File: config.mk
export PLATFORM = sky130hd
export DESIGN_NAME = multicycle_control_fsm_flat
export DESIGN_NICKNAME = d
export VERILOG_FILES = /design/src/rtl/multicycle_control_fsm_if.sv /design/src/rtl/multicycle_control_fsm.sv /design/src/flat_wrapper.sv
export SDC_FILE = /design/constraint.sdc
export NUM_CORES = 1
export LEC_CHECK = 0
export CAP_MARGIN = 20
export CORE_MARGIN = 2
export CORE_UTILIZATION = 47
export CTS_CLUSTER_SIZE = 20
export DETAILED_ROUTE_END_ITERATION = 16
export GPL_ROUTABILITY_DRIVEN = 0
export HOLD_SLACK_MARGIN = 0.02
export PLACE_DENSITY_LB_ADDON = 0.15
export SYNTH_ARGS = -nofsm -noshare
export SYNTH_HDL_FRONTEND = slang
export SYNTH_SLANG_ARGS = --single-unit
File: constraint.sdc
create_clock -name clk -period 2.02 [get_ports clk]
set_input_delay 0.303 -clock clk [delete_from_list [all_inputs] [get_ports clk]]
set_output_delay 0.303 -clock clk [all_outputs]
set_load 0.01 [all_outputs]
File: src/rtl/multicycle_control_fsm_if.sv
// Control bus between the multicycle control FSM and its datapath.
//
// Signals:
//   opcode, mem_ready            datapath -> controller (instruction field, memory handshake)
//   PCWrite .. PCSource          controller -> datapath (enables and mux selects)
//   state_dbg, illegal_op,       controller -> observers (debug state, sticky illegal flag,
//   instr_count                  retired-instruction count)
//
// Modports:
//   master  the control FSM
//   slave   the datapath / environment
interface multicycle_control_fsm_if #(
    parameter int unsigned CNT_WIDTH = 32
);
    logic [5:0]           opcode;
    logic                 mem_ready;

    logic                 PCWrite;
    logic                 PCWriteCond;
    logic                 IorD;
    logic                 MemRead;
    logic                 MemWrite;
    logic                 MemtoReg;
    logic                 IRWrite;
    logic                 RegWrite;
    logic                 RegDst;
    logic                 ALUSrcA;
    logic [1:0]           ALUSrcB;
    logic [1:0]           ALUOp;
    logic [1:0]           PCSource;

    logic [3:0]           state_dbg;
    logic                 illegal_op;
    logic [CNT_WIDTH-1:0] instr_count;

    modport master (
        input  opcode,
        input  mem_ready,
        output PCWrite,
        output PCWriteCond,
        output IorD,
        output MemRead,
        output MemWrite,
        output MemtoReg,
        output IRWrite,
        output RegWrite,
        output RegDst,
        output ALUSrcA,
        output ALUSrcB,
        output ALUOp,
        output PCSource,
        output state_dbg,
        output illegal_op,
        output instr_count
    );

    modport slave (
        output opcode,
        output mem_ready,
        input  PCWrite,
        input  PCWriteCond,
        input  IorD,
        input  MemRead,
        input  MemWrite,
        input  MemtoReg,
        input  IRWrite,
        input  RegWrite,
        input  RegDst,
        input  ALUSrcA,
        input  ALUSrcB,
        input  ALUOp,
        input  PCSource,
        input  state_dbg,
        input  illegal_op,
        input  instr_count
    );
endinterface

File: src/rtl/multicycle_control_fsm.sv
// Main control state machine for a multicycle MIPS-style datapath.
//
// Sequences each instruction through fetch, decode and the opcode-specific execute,
// memory and write-back steps. Memory accesses (fetch, load, store) stall on mem_ready.
// Counts retired instructions and keeps a sticky flag for undefined opcodes.
//
// Ports:
//   clk    system clock, rising edge
//   reset  asynchronous active-low reset (0 = in reset)
//   bus    control bus (master side): opcode/mem_ready in, datapath controls and
//          state_dbg/illegal_op/instr_count out
module multicycle_control_fsm #(
    parameter int unsigned CNT_WIDTH = 32
) (
    input  logic                   clk,
    input  logic                   reset,
    multicycle_control_fsm_if.master bus
);

    typedef enum logic [3:0] {
        StFetch    = 4'd0,
        StDecode   = 4'd1,
        StMemAddr  = 4'd2,
        StMemRead  = 4'd3,
        StMemWb    = 4'd4,
        StMemWrite = 4'd5,
        StExecute  = 4'd6,
        StRWb      = 4'd7,
        StBranch   = 4'd8,
        StJump     = 4'd9,
        StAddiExec = 4'd10,
        StAddiWb   = 4'd11
    } state_e;

    localparam logic [5:0] OpRtype = 6'b000000;
    localparam logic [5:0] OpLw    = 6'b100011;
    localparam logic [5:0] OpSw    = 6'b101011;
    localparam logic [5:0] OpBeq   = 6'b000100;
    localparam logic [5:0] OpJ     = 6'b000010;
    localparam logic [5:0] OpAddi  = 6'b001000;

    state_e               state_q, state_d;
    logic                 illegal_q, illegal_d;
    logic [CNT_WIDTH-1:0] cnt_q, cnt_d;

    // Asserted on the cycle an instruction completes and control returns to fetch.
    logic                 retire;
    logic                 set_illegal;

    // ------------------------------------------------------------------
    // Next-state logic
    // ------------------------------------------------------------------
    always_comb begin
        state_d     = state_q;
        retire      = 1'b0;
        set_illegal = 1'b0;

        case (state_q)
            StFetch: begin
                if (bus.mem_ready) begin
                    state_d = StDecode;
                end
            end

            StDecode: begin
                case (bus.opcode)
                    OpRtype:     state_d = StExecute;
                    OpLw, OpSw:  state_d = StMemAddr;
                    OpBeq:       state_d = StBranch;
                    OpJ:         state_d = StJump;
                    OpAddi:      state_d = StAddiExec;
                    default: begin
                        // Undefined opcode: abandon without retiring.
                        state_d     = StFetch;
                        set_illegal = 1'b1;
                    end
                endcase
            end

            // opcode is still valid here: the IR only loads during fetch.
            StMemAddr: begin
                state_d = (bus.opcode == OpLw) ? StMemRead : StMemWrite;
            end

            StMemRead: begin
                if (bus.mem_ready) begin
                    state_d = StMemWb;
                end
            end

            StMemWrite: begin
                if (bus.mem_ready) begin
                    state_d = StFetch;
                    retire  = 1'b1;
                end
            end

            StExecute:  state_d = StRWb;
            StAddiExec: state_d = StAddiWb;

            StMemWb, StRWb, StBranch, StJump, StAddiWb: begin
                state_d = StFetch;
                retire  = 1'b1;
            end

            // Unused codes recover to fetch.
            default: state_d = StFetch;
        endcase
    end

    assign illegal_d = illegal_q | set_illegal;
    assign cnt_d     = retire ? cnt_q + {{(CNT_WIDTH-1){1'b0}}, 1'b1} : cnt_q;

    // ------------------------------------------------------------------
    // State registers
    // ------------------------------------------------------------------
    always_ff @(posedge clk or negedge reset) begin
        if (!reset) begin
            state_q   <= StFetch;
            illegal_q <= 1'b0;
            cnt_q     <= '0;
        end else begin
            state_q   <= state_d;
            illegal_q <= illegal_d;
            cnt_q     <= cnt_d;
        end
    end

    // ------------------------------------------------------------------
    // Output decode (Moore, except IRWrite/PCWrite in fetch)
    // ------------------------------------------------------------------
    always_comb begin
        bus.PCWrite     = 1'b0;
        bus.PCWriteCond = 1'b0;
        bus.IorD        = 1'b0;
        bus.MemRead     = 1'b0;
        bus.MemWrite    = 1'b0;
        bus.MemtoReg    = 1'b0;
        bus.IRWrite     = 1'b0;
        bus.RegWrite    = 1'b0;
        bus.RegDst      = 1'b0;
        bus.ALUSrcA     = 1'b0;
        bus.ALUSrcB     = 2'b00;
        bus.ALUOp       = 2'b00;
        bus.PCSource    = 2'b00;

        case (state_q)
            StFetch: begin
                // PC <= PC + 4 and IR load happen together when the fetch completes.
                // Gated by reset so nothing is loaded while the machine is held.
                bus.MemRead = 1'b1;
                bus.ALUSrcB = 2'b01;
                bus.IRWrite = bus.mem_ready & reset;
                bus.PCWrite = bus.mem_ready & reset;
            end

            StDecode: begin
                // Precompute the branch target while registers are read.
                bus.ALUSrcB = 2'b11;
            end

            StMemAddr, StAddiExec: begin
                bus.ALUSrcA = 1'b1;
                bus.ALUSrcB = 2'b10;
            end

            StMemRead: begin
                bus.MemRead = 1'b1;
                bus.IorD    = 1'b1;
            end

            StMemWb: begin
                bus.RegWrite = 1'b1;
                bus.MemtoReg = 1'b1;
            end

            StMemWrite: begin
                bus.MemWrite = 1'b1;
                bus.IorD     = 1'b1;
            end

            StExecute: begin
                bus.ALUSrcA = 1'b1;
                bus.ALUOp   = 2'b10;
            end

            StRWb: begin
                bus.RegWrite = 1'b1;
                bus.RegDst   = 1'b1;
            end

            StBranch: begin
                bus.ALUSrcA     = 1'b1;
                bus.ALUOp       = 2'b01;
                bus.PCWriteCond = 1'b1;
                bus.PCSource    = 2'b01;
            end

            StJump: begin
                bus.PCWrite  = 1'b1;
                bus.PCSource = 2'b10;
            end

            StAddiWb: begin
                bus.RegWrite = 1'b1;
            end

            default: ;
        endcase
    end

    assign bus.state_dbg   = state_q;
    assign bus.illegal_op  = illegal_q;
    assign bus.instr_count = cnt_q;

endmodule

File: src/flat_wrapper.sv
// flat-port wrapper written by rule: the top's interface ports become plain ports
module multicycle_control_fsm_flat 
#(
    parameter int unsigned CNT_WIDTH = 32
)
  (clk, reset, bus_opcode, bus_mem_ready, bus_PCWrite, bus_PCWriteCond, bus_IorD, bus_MemRead, bus_MemWrite, bus_MemtoReg, bus_IRWrite, bus_RegWrite, bus_RegDst, bus_ALUSrcA, bus_ALUSrcB, bus_ALUOp, bus_PCSource, bus_state_dbg, bus_illegal_op, bus_instr_count);
  multicycle_control_fsm_if #(.CNT_WIDTH(CNT_WIDTH)) bus_i ();
  input  logic clk;
  input  logic reset;
  input wire logic [$bits(bus_i.opcode)-1:0] bus_opcode;
  input wire logic [$bits(bus_i.mem_ready)-1:0] bus_mem_ready;
  output wire logic [$bits(bus_i.PCWrite)-1:0] bus_PCWrite;
  output wire logic [$bits(bus_i.PCWriteCond)-1:0] bus_PCWriteCond;
  output wire logic [$bits(bus_i.IorD)-1:0] bus_IorD;
  output wire logic [$bits(bus_i.MemRead)-1:0] bus_MemRead;
  output wire logic [$bits(bus_i.MemWrite)-1:0] bus_MemWrite;
  output wire logic [$bits(bus_i.MemtoReg)-1:0] bus_MemtoReg;
  output wire logic [$bits(bus_i.IRWrite)-1:0] bus_IRWrite;
  output wire logic [$bits(bus_i.RegWrite)-1:0] bus_RegWrite;
  output wire logic [$bits(bus_i.RegDst)-1:0] bus_RegDst;
  output wire logic [$bits(bus_i.ALUSrcA)-1:0] bus_ALUSrcA;
  output wire logic [$bits(bus_i.ALUSrcB)-1:0] bus_ALUSrcB;
  output wire logic [$bits(bus_i.ALUOp)-1:0] bus_ALUOp;
  output wire logic [$bits(bus_i.PCSource)-1:0] bus_PCSource;
  output wire logic [$bits(bus_i.state_dbg)-1:0] bus_state_dbg;
  output wire logic [$bits(bus_i.illegal_op)-1:0] bus_illegal_op;
  output wire logic [$bits(bus_i.instr_count)-1:0] bus_instr_count;
  assign bus_i.opcode = bus_opcode;
  assign bus_i.mem_ready = bus_mem_ready;
  assign bus_PCWrite = bus_i.PCWrite;
  assign bus_PCWriteCond = bus_i.PCWriteCond;
  assign bus_IorD = bus_i.IorD;
  assign bus_MemRead = bus_i.MemRead;
  assign bus_MemWrite = bus_i.MemWrite;
  assign bus_MemtoReg = bus_i.MemtoReg;
  assign bus_IRWrite = bus_i.IRWrite;
  assign bus_RegWrite = bus_i.RegWrite;
  assign bus_RegDst = bus_i.RegDst;
  assign bus_ALUSrcA = bus_i.ALUSrcA;
  assign bus_ALUSrcB = bus_i.ALUSrcB;
  assign bus_ALUOp = bus_i.ALUOp;
  assign bus_PCSource = bus_i.PCSource;
  assign bus_state_dbg = bus_i.state_dbg;
  assign bus_illegal_op = bus_i.illegal_op;
  assign bus_instr_count = bus_i.instr_count;
  multicycle_control_fsm #(.CNT_WIDTH(CNT_WIDTH)) u_core (.clk(clk), .reset(reset), .bus(bus_i));
endmodule
==> results of run 1 <==
cell families (layout without fill, tap and decap cells):
kind of cell / after synthesis / in the layout
AOI/OAI and AO/OA: 22 / 22
xor gates and xnor gates: 33 / 33
adders and majority gates: 1 / 1
buffers and inverters: 9 / 88
DFF: 37 / 37
muxes: 1 / 1
and+or+nand+nor: 102 / 102
critical path, delay by kind of cell, from the launching register on:
| family | cells | cell delay (ps) |
|---|---|---|
| buffers and inverters | 2 | 750 |
| DFF | 1 | 450 |
| and+or+nand+nor | 1 | 160 |
synthesized netlist by cell type:
master and number:
mux2_4 1, clkbuf_1 2, nor3_4 1, o21ai_0 6
nor3b_2 1, nor4_1 3, dfrtp_1 37, or2_2 2
o32a_1 1, nand3_1 18, nand4_1 11, a31oi_1 2
nor2b_1 1, nor4_4 1, nor3_1 8, nor2_2 1
or3_1 2, o22ai_1 2, and2_1 3, o221ai_1 1
inv_1 2, nor2_1 12, a31o_2 1, buf_2 3
nand2_1 20, or3b_4 1, a21oi_4 1, o21a_1 2
xnor2_1 27, and4_1 4, buf_4 2, and3_1 9
ha_1 1, nor3_2 1, xor2_1 6, nand2b_1 3
a21oi_1 6
registers in the layout (all words and copies together) (netlist names):
signal	count
u_core.bus.state_dbg	4
u_core.bus.instr_count	32
u_core.bus.illegal_op	1
layer usage:
metal	share of wire, %	wire (µm)
met1	45	2240
met2	47	2310
met3	5.7	281
met4	1.8	89
met5	0	0
power breakdown:
part | leakage (nW) | total [mW] | switching [mW] | internal [mW]
clock | 0.0439 | 0.517 | 0.279 | 0.238
combinational | 0.846 | 0.336 | 0.156 | 0.181
sequential | 0.501 | 0.811 | 0.0405 | 0.771
through the flow:
step | total power, mW | TNS, ps | util, % | area, µm²
6_report | 1.66 | 0 | 72.2 | 2930
5_1_grt | 1.74 | -1.30 | 72.2 | 2930
4_1_cts | 1.67 | -182 | 71.0 | 2880
3_5_place_dp | 1.14 | -52.2 | 67.4 | 2740
3_3_place_gp | 1.14 | 0 | 67.4 | 2740
2_1_floorplan | 0.965 | 0 | - | 2010
repair_timing:
item,in CTS,in global routing
setup endpoints to repair,11,12
hold endpoints to repair,0,0
resized for setup,12,16
buffers inserted,3,1
pin swaps,0,2
worst max-delay path by stage:
stage	end	slack, ps	cells past startpoint
2_1_floorplan	bus_PCWrite	320	5
3_3_place_gp	u_core.bus.instr_count[17]$_DFFE_PN0P_	3	7
3_5_place_dp	u_core.bus.instr_count[21]$_DFFE_PN0P_	-20	7
4_1_cts	bus_RegWrite	-80	5
5_1_grt	bus_ALUSrcB[0]	-1	3
6_report	bus_ALUSrcB[0]	60	3
cell type report:
type                            instances  area, µm²  area share (%)
Multi-Input combinational cell        159       1090            37.1
Sequential cell                        37        930            31.8
Timing Repair Buffer                   78        756            25.8
Clock buffer                            5       68.8            2.35
Tap cell                               50       62.6            2.14
Clock inverter                          3       17.5           0.598
Inverter                                2       7.51           0.256
==> key figures, run 1 <==
STA
  • Number of max-slew violations in the final report: 0
  • Hold Slack: about 57 ps
  • Final setup violating endpoints: 0
  • Clock skew: approximately 3.5 ps
  • Slew Limit Headroom: about 69%
  • Clock period minus final worst setup slack: ~2000 ps
  • Setup slack of the critical path after layout: around 60 ps
  • Tcrit/Tclk final: 97.1%
  • Worst-Margin Slew: ~470 ps
  • Final hold violation count: 0
  • Upper clock frequency limit: between 500 and 600 MHz

Floorplanning
  • # IOs: 62
  • Initial cell density of the core: 49.5%
  • Placement Rows: 23
  • Horizontal extent of the die: between 60 and 70 µm
  • Total Die Area: 0.00481 mm²
  • Area of the core: between 0.004 and 0.005 mm²
  • Overall die height: between 60 and 70 µm

Status
  • Status: finished clean

Clocking
  • Clock latency of the later-clocked register in the worst-skew pair: between 200 and 300 ps
  • Cts bufs inserted: 5
  • Worst-path clk slew: ~70 ps
  • Count of clock tree sinks: 37
  • Clock tree from TritonCTS: yes
  • Hold buffer count at cts: 0
  • Clk buf depth: 2
  • Cell chosen for the clock root: clkbuf_8
  • Maximum level of the CTS H-tree: 2

Yosys
  • XOR/XNOR Fraction of Synth Area: roughly 14%
  • Area share of the leading cell type in the synthesized netlist: a little under half
  • Share of synthesized area spent on multiplexers: less than 1%
  • Dominant combinational cell family by area after synthesis: simple AND/OR/NAND/NOR gates
  • Leading cell types by total area after synthesis: dfrtp_1 (46%), xnor2_1 (12%), nand3_1 (4.5%)
  • Post-synthesis sequential element count: 37
  • Post-synthesis simple-gate area fraction: between 20% and 30%
  • Fraction of the yosys area taken by sequential cells: between 40 and 50%
  • Post-synthesis compound-gate area fraction: 7.17%
  • Gate count after technology mapping: approximately 210
  • Area of the mapped netlist: between 0.002 and 0.0025 mm²
  • Adder-cell share of the synthesized area: 0.623%
  • Synthesized netlist net count: roughly 220
  • Syn_area_per_cell: between 9 and 10 µm²
  • Synthesis warning total: 0
  • Cell accounting for the most synthesized area: dfrtp_1
  • Count of cell types in the netlist: 37

Power
  • VDD IR-drop max: ~0.55 mV
  • PD cells: 568 mW/mm²
  • Leakage dissipation: 1.39 nW

Setup path
  • Kind of critical path: register to primary output
  • Setup crit end kind: primary output
  • Arrival @ worst endpoint: approximately 1700 ps
  • Crit path max fanout: 7
  • Terminus of the critical flop-to-flop path: u_core.bus.instr_count[26]$_DFFE_PN0P_
  • R2R depth: 6
  • Slowest library cell on the worst path: clkdlybuf4s50_1
  • Source of the critical timing path: u_core.bus.state_dbg[3]$_DFFE_PN0P_
  • CP Cell Sequence: buf_4 > nor3_1 > clkdlybuf4s50_1
  • Maximum cell stage delay along the critical path: 560 ps
  • Worst reg2reg startpoint: u_core.bus.instr_count[0]$_DFFE_PN0P_
  • Startpoint type of the worst setup path: register
  • CP Data Required Time: roughly 1700 ps
  • R2R Setup Slk: ~150 ps

Layout
  • Most frequent standard cell in the layout excluding fill and tap cells: clkdlybuf4s50_1
  • Final net count: between 200 and 300
  • Area growth from synthesis to layout: 45.9%
  • Share of cells above drive strength 1: 18.0%
  • Top library cells by usage in the layout, fill and taps aside: clkdlybuf4s50_1 (48), dfrtp_1 (34), xnor2_1 (27)
  • Count of filler cells inserted in the layout: 291
  • Antenna diode count: 0
  • Final standard cell count with taps included and fillers excluded: 334

Global route
  • First-pass GRT wire length: roughly 8.5 mm
  • Initial antenna violation count: 0
  • Met2 demand-to-capacity share in global routing: around 33%
  • Grt peak-use layer: met2
  • Overflow left after global routing: 0
  • Met3 track demand over resource: 5.09%
  • All-layer global routing usage: a little over a fifth
  • Fraction of met1 tracks used by global routing: 29.6%
  • Via count of the first global-routing pass: between 1,500 and 2,000
  • Pin count of the biggest net entering global routing: 38

Worst hold path
  • Worst hold path type: primary input to async pin

Routing
  • DRC Markers: 0
  • Mean routed wirelength per cell: 14.7 µm
  • Drt via density: 5.43
  • Pre-antenna DRT Iters: 4
  • Routed via count: roughly 1,800
  • Initial drt markers: 77
  • Number of nets still failing antenna checks after routing: 0
  • Total wirelength of the detailed-routed design: slightly below 5 mm

Placed design
  • Cell Count Post-Placement: between 300 and 400
  • Post-detailed-placement half-perimeter wirelength: between 3 and 4 mm
  • Input/output buffers: 61
  • Worst setup timing slack at the placement stage: -18.3 ps

Job
  • Maxcap violations: 0
(Power assumes the default switching activity.)
==> run 2: changes to the inputs <==
- CORE_UTILIZATION: 47 -> 50
- CTS_CLUSTER_SIZE: 20 -> not set
- clock period: 2.02 -> 2.5 ns (I/O delays scaled with it)
==> key figures, run 2 (synthesis results as in run 1) <==
Clocking
  • Clock tree from TritonCTS: yes (unchanged)
  • Maximum level of the CTS H-tree: 2 (unchanged)
  • Cell chosen for the clock root: clkbuf_8 (unchanged)
  • Count of clock tree sinks: 37 (unchanged)
  • Clk buf depth: 2 (unchanged)
  • Clock latency of the later-clocked register in the worst-skew pair: 290 ps (about the same)
  • Worst-path clk slew: 70 ps (about the same)
  • Hold buffer count at cts: 0 (unchanged)
  • Cts bufs inserted: 5 (unchanged)

Layout
  • Max reg flops: 32 (unchanged)
  • Sequential Area: 930 µm² (unchanged)
  • Area growth from synthesis to layout: 37.6% (was 45.9%)
  • Most frequent standard cell in the layout excluding fill and tap cells: clkdlybuf4s50_1 (unchanged)
  • Cell area after layout: 0.00276 mm² (was 0.00293 mm²)
  • Antenna diode count: 0 (unchanged)
  • Share of cells above drive strength 1: 9.93% (was 18.0%)
  • Top library cells by usage in the layout, fill and taps aside: clkdlybuf4s50_1 (60), dfrtp_1 (34), xnor2_1 (27) (was clkdlybuf4s50_1 (48), dfrtp_1 (34), xnor2_1 (27))
  • Area used by multi-input combinational logic: 0.00104 mm² (was 0.00109 mm²)
  • Count of filler cells inserted in the layout: 347 (was 291)
  • Final net count: 281 (was 293)

Power
  • Sw frac: 27.1% (was 28.5%)
  • Share of power burned in combinational logic: 18.0% (was 20.2%)
  • Leakage dissipation: 1.14 nW (was 1.39 nW)
  • Part of the power in the clock network: 30.7% (was 31.0%)
  • Internal portion of total power: 0.949 mW (was 1.19 mW)
  • Net Switching: 0.352 mW (was 0.475 mW)
  • VDD IR-drop max: 0.289 mV (was 0.547 mV)
  • PD cells: 471 mW/mm² (was 568 mW/mm²)
  • Sequential share of power: 51.3% (was 48.7%)

STA
  • Hold Slack: 144 ps (was 57.3 ps)
  • Clock skew: 5.71 ps (was 3.49 ps)
  • Tcrit/Tclk final: between 90% and 100%
  • Total Negative Setup Slacks: 0 ps (unchanged)
  • Worst-Margin Slew: 499 ps (was 466 ps)
  • Unrepaired setup endpoints after global routing: no
  • Final hold violation count: 0 (unchanged)
  • Final setup violating endpoints: 0 (unchanged)
  • Upper clock frequency limit: ~430 MHz
  • Number of max-slew violations in the final report: 0 (unchanged)
  • Setup slack of the critical path after layout: 157 ps (was 59.4 ps)
  • Slew Limit Headroom: 66.4% (was 68.9%)
  • Clock period minus final worst setup slack: between 2000 and 2500 ps

Global route
  • Overflow left after global routing: 0 (unchanged)
  • All-layer global routing usage: 22.5% (was 21.7%)
  • Initial antenna violation count: 0 (unchanged)
  • First-pass GRT wire length: 7.61 mm (was 8.49 mm)
  • Pin count of the biggest net entering global routing: 38 (unchanged)
  • Via count of the first global-routing pass: 1,617 (was 1,800)

Floorplanning
  • Area of the core: 0.00394 mm² (was 0.00406 mm²)
  • Placement Rows: 23 (unchanged)
  • # IOs: 62 (unchanged)
  • Overall die height: 67.4 µm (was 69.3 µm)
  • Initial cell density of the core: 50.9% (was 49.5%)
  • Horizontal extent of the die: 67.4 µm (was 69.3 µm)
  • Total Die Area: 0.00454 mm² (was 0.00481 mm²)

Setup path
  • Setup crit end kind: primary output (unchanged)
  • Startpoint type of the worst setup path: register (unchanged)
  • CP Data Required Time: 2120 ps (was 1720 ps)
  • Kind of critical path: register to primary output (unchanged)
  • Crit path max fanout: 11 (was 7)
  • Arrival @ worst endpoint: 1970 ps (was 1660 ps)

Placed design
  • Input/output buffers: 61 (unchanged)
  • Cell Area, Placed: 0.00268 mm² (was 0.00274 mm²)
  • Worst setup timing slack at the placement stage: 252 ps (was -18.3 ps)
  • Post-detailed-placement half-perimeter wirelength: 3.36 mm (was 3.48 mm)

Worst hold path
  • Worst hold path type: primary input to async pin (unchanged)

Routing
  • DRC Markers: 0 (unchanged)
  • Drt via density: 5.46 (was 5.43)
  • Pre-antenna DRT Iters: 4 (unchanged)
  • Routed via count: 1,759 (was 1,813)
  • Total wirelength of the detailed-routed design: 4.62 mm (was 4.92 mm)
  • Initial drt markers: 183 (was 77)
  • Mean routed wirelength per cell: 14.3 µm (was 14.7 µm)
  • Number of nets still failing antenna checks after routing: 0 (unchanged)

Job
  • Maxcap violations: 0 (unchanged)

Status
  • Status: finished clean (unchanged)
[run 2: changes by cell type in the layout (fill, tap and decap cells not counted), sizes merged]
cell / delta
dlymetal6s2s: -10
clkinvlp: -1
buf: -11
dlygate4sd2: -2
clkdlybuf4s50: +12
[run 2: metrics by stage]
step                cells  util (%)  total power, mW
floorplan             205         -            0.779
global placement      314      67.9            0.906
detailed placement    314      67.9            0.914
CTS                   322      69.9             1.31
global route          322      70.0             1.37
finish                322      70.0             1.30
[run 2: layout make-up]
| cell class | count | share of cell area [%] |
|---|---|---|
| multi-input cells | 159 | 37.5 |
| flip-flops and latches | 37 | 33.7 |
| repair buffers | 66 | 23.3 |
| clock buffers | 6 | 2.63 |
| well taps | 50 | 2.27 |
| clock inverters | 2 | 0.362 |
| inverters | 2 | 0.272 |
[run 2: worst max-delay path, cell delays in order (launching register included)]
cell and delay, ps:
dfrtp_2 500, inv_1 180, nand2_1 140, nor3_1 200, or2_2 150, clkdlybuf4s50_1 520
[run 2: path summary, 6_finish.rpt]
| kind | from | to | slack, ps | cells after the start |
|---|---|---|---|---|
| min in group clk | u_core.bus.illegal_op$_DFF_PN0_ | u_core.bus.illegal_op$_DFF_PN0_ | 480 | 1 |
| worst max-delay path | u_core.bus.state_dbg[3]$_DFFE_PN0P_ | bus_RegWrite | 160 | 5 |
| worst min-delay path | reset | u_core.bus.instr_count[3]$_DFFE_PN0P_ | 140 | 2 |
| worst max register to register | u_core.bus.state_dbg[1]$_DFFE_PN0P_ | u_core.bus.instr_count[15]$_DFFE_PN0P_ | 480 | 7 |
| max in group asynchronous | reset | u_core.bus.state_dbg[2]$_DFFE_PN0P_ | 2010 | 2 |
| worst min register to register | u_core.bus.illegal_op$_DFF_PN0_ | u_core.bus.illegal_op$_DFF_PN0_ | 480 | 1 |
[run 2: repair_timing]
action	in CTS	in global routing
resized for setup	0	3
setup endpoints to repair	0	5
setup buffers	0	0
[run 2: per-layer routing]
layer  global-route usage (%)  part of all wire, %  up-vias
met4                     10.7                  1.6        0
met1                     32.9                   50      841
li1                         -                    -      862
met5                        0                    0        -
met3                     5.67                  5.7        7
met2                     30.8                   43       49
[run 2: power by group through the flow]
stage	combinational, mW	clock, mW	sequential (mW)
floorplan	0.106	0	0.674
global placement	0.230	0	0.676
detailed placement	0.235	0	0.679
CTS	0.234	0.412	0.667
global route	0.258	0.438	0.674
finish	0.234	0.399	0.668
==> run 3: changes to the inputs <==
- CTS_CLUSTER_DIAMETER: not set -> 30
==> results of run 3 <==
No change in the layout: final DEF, timing and power equal those of run 2.
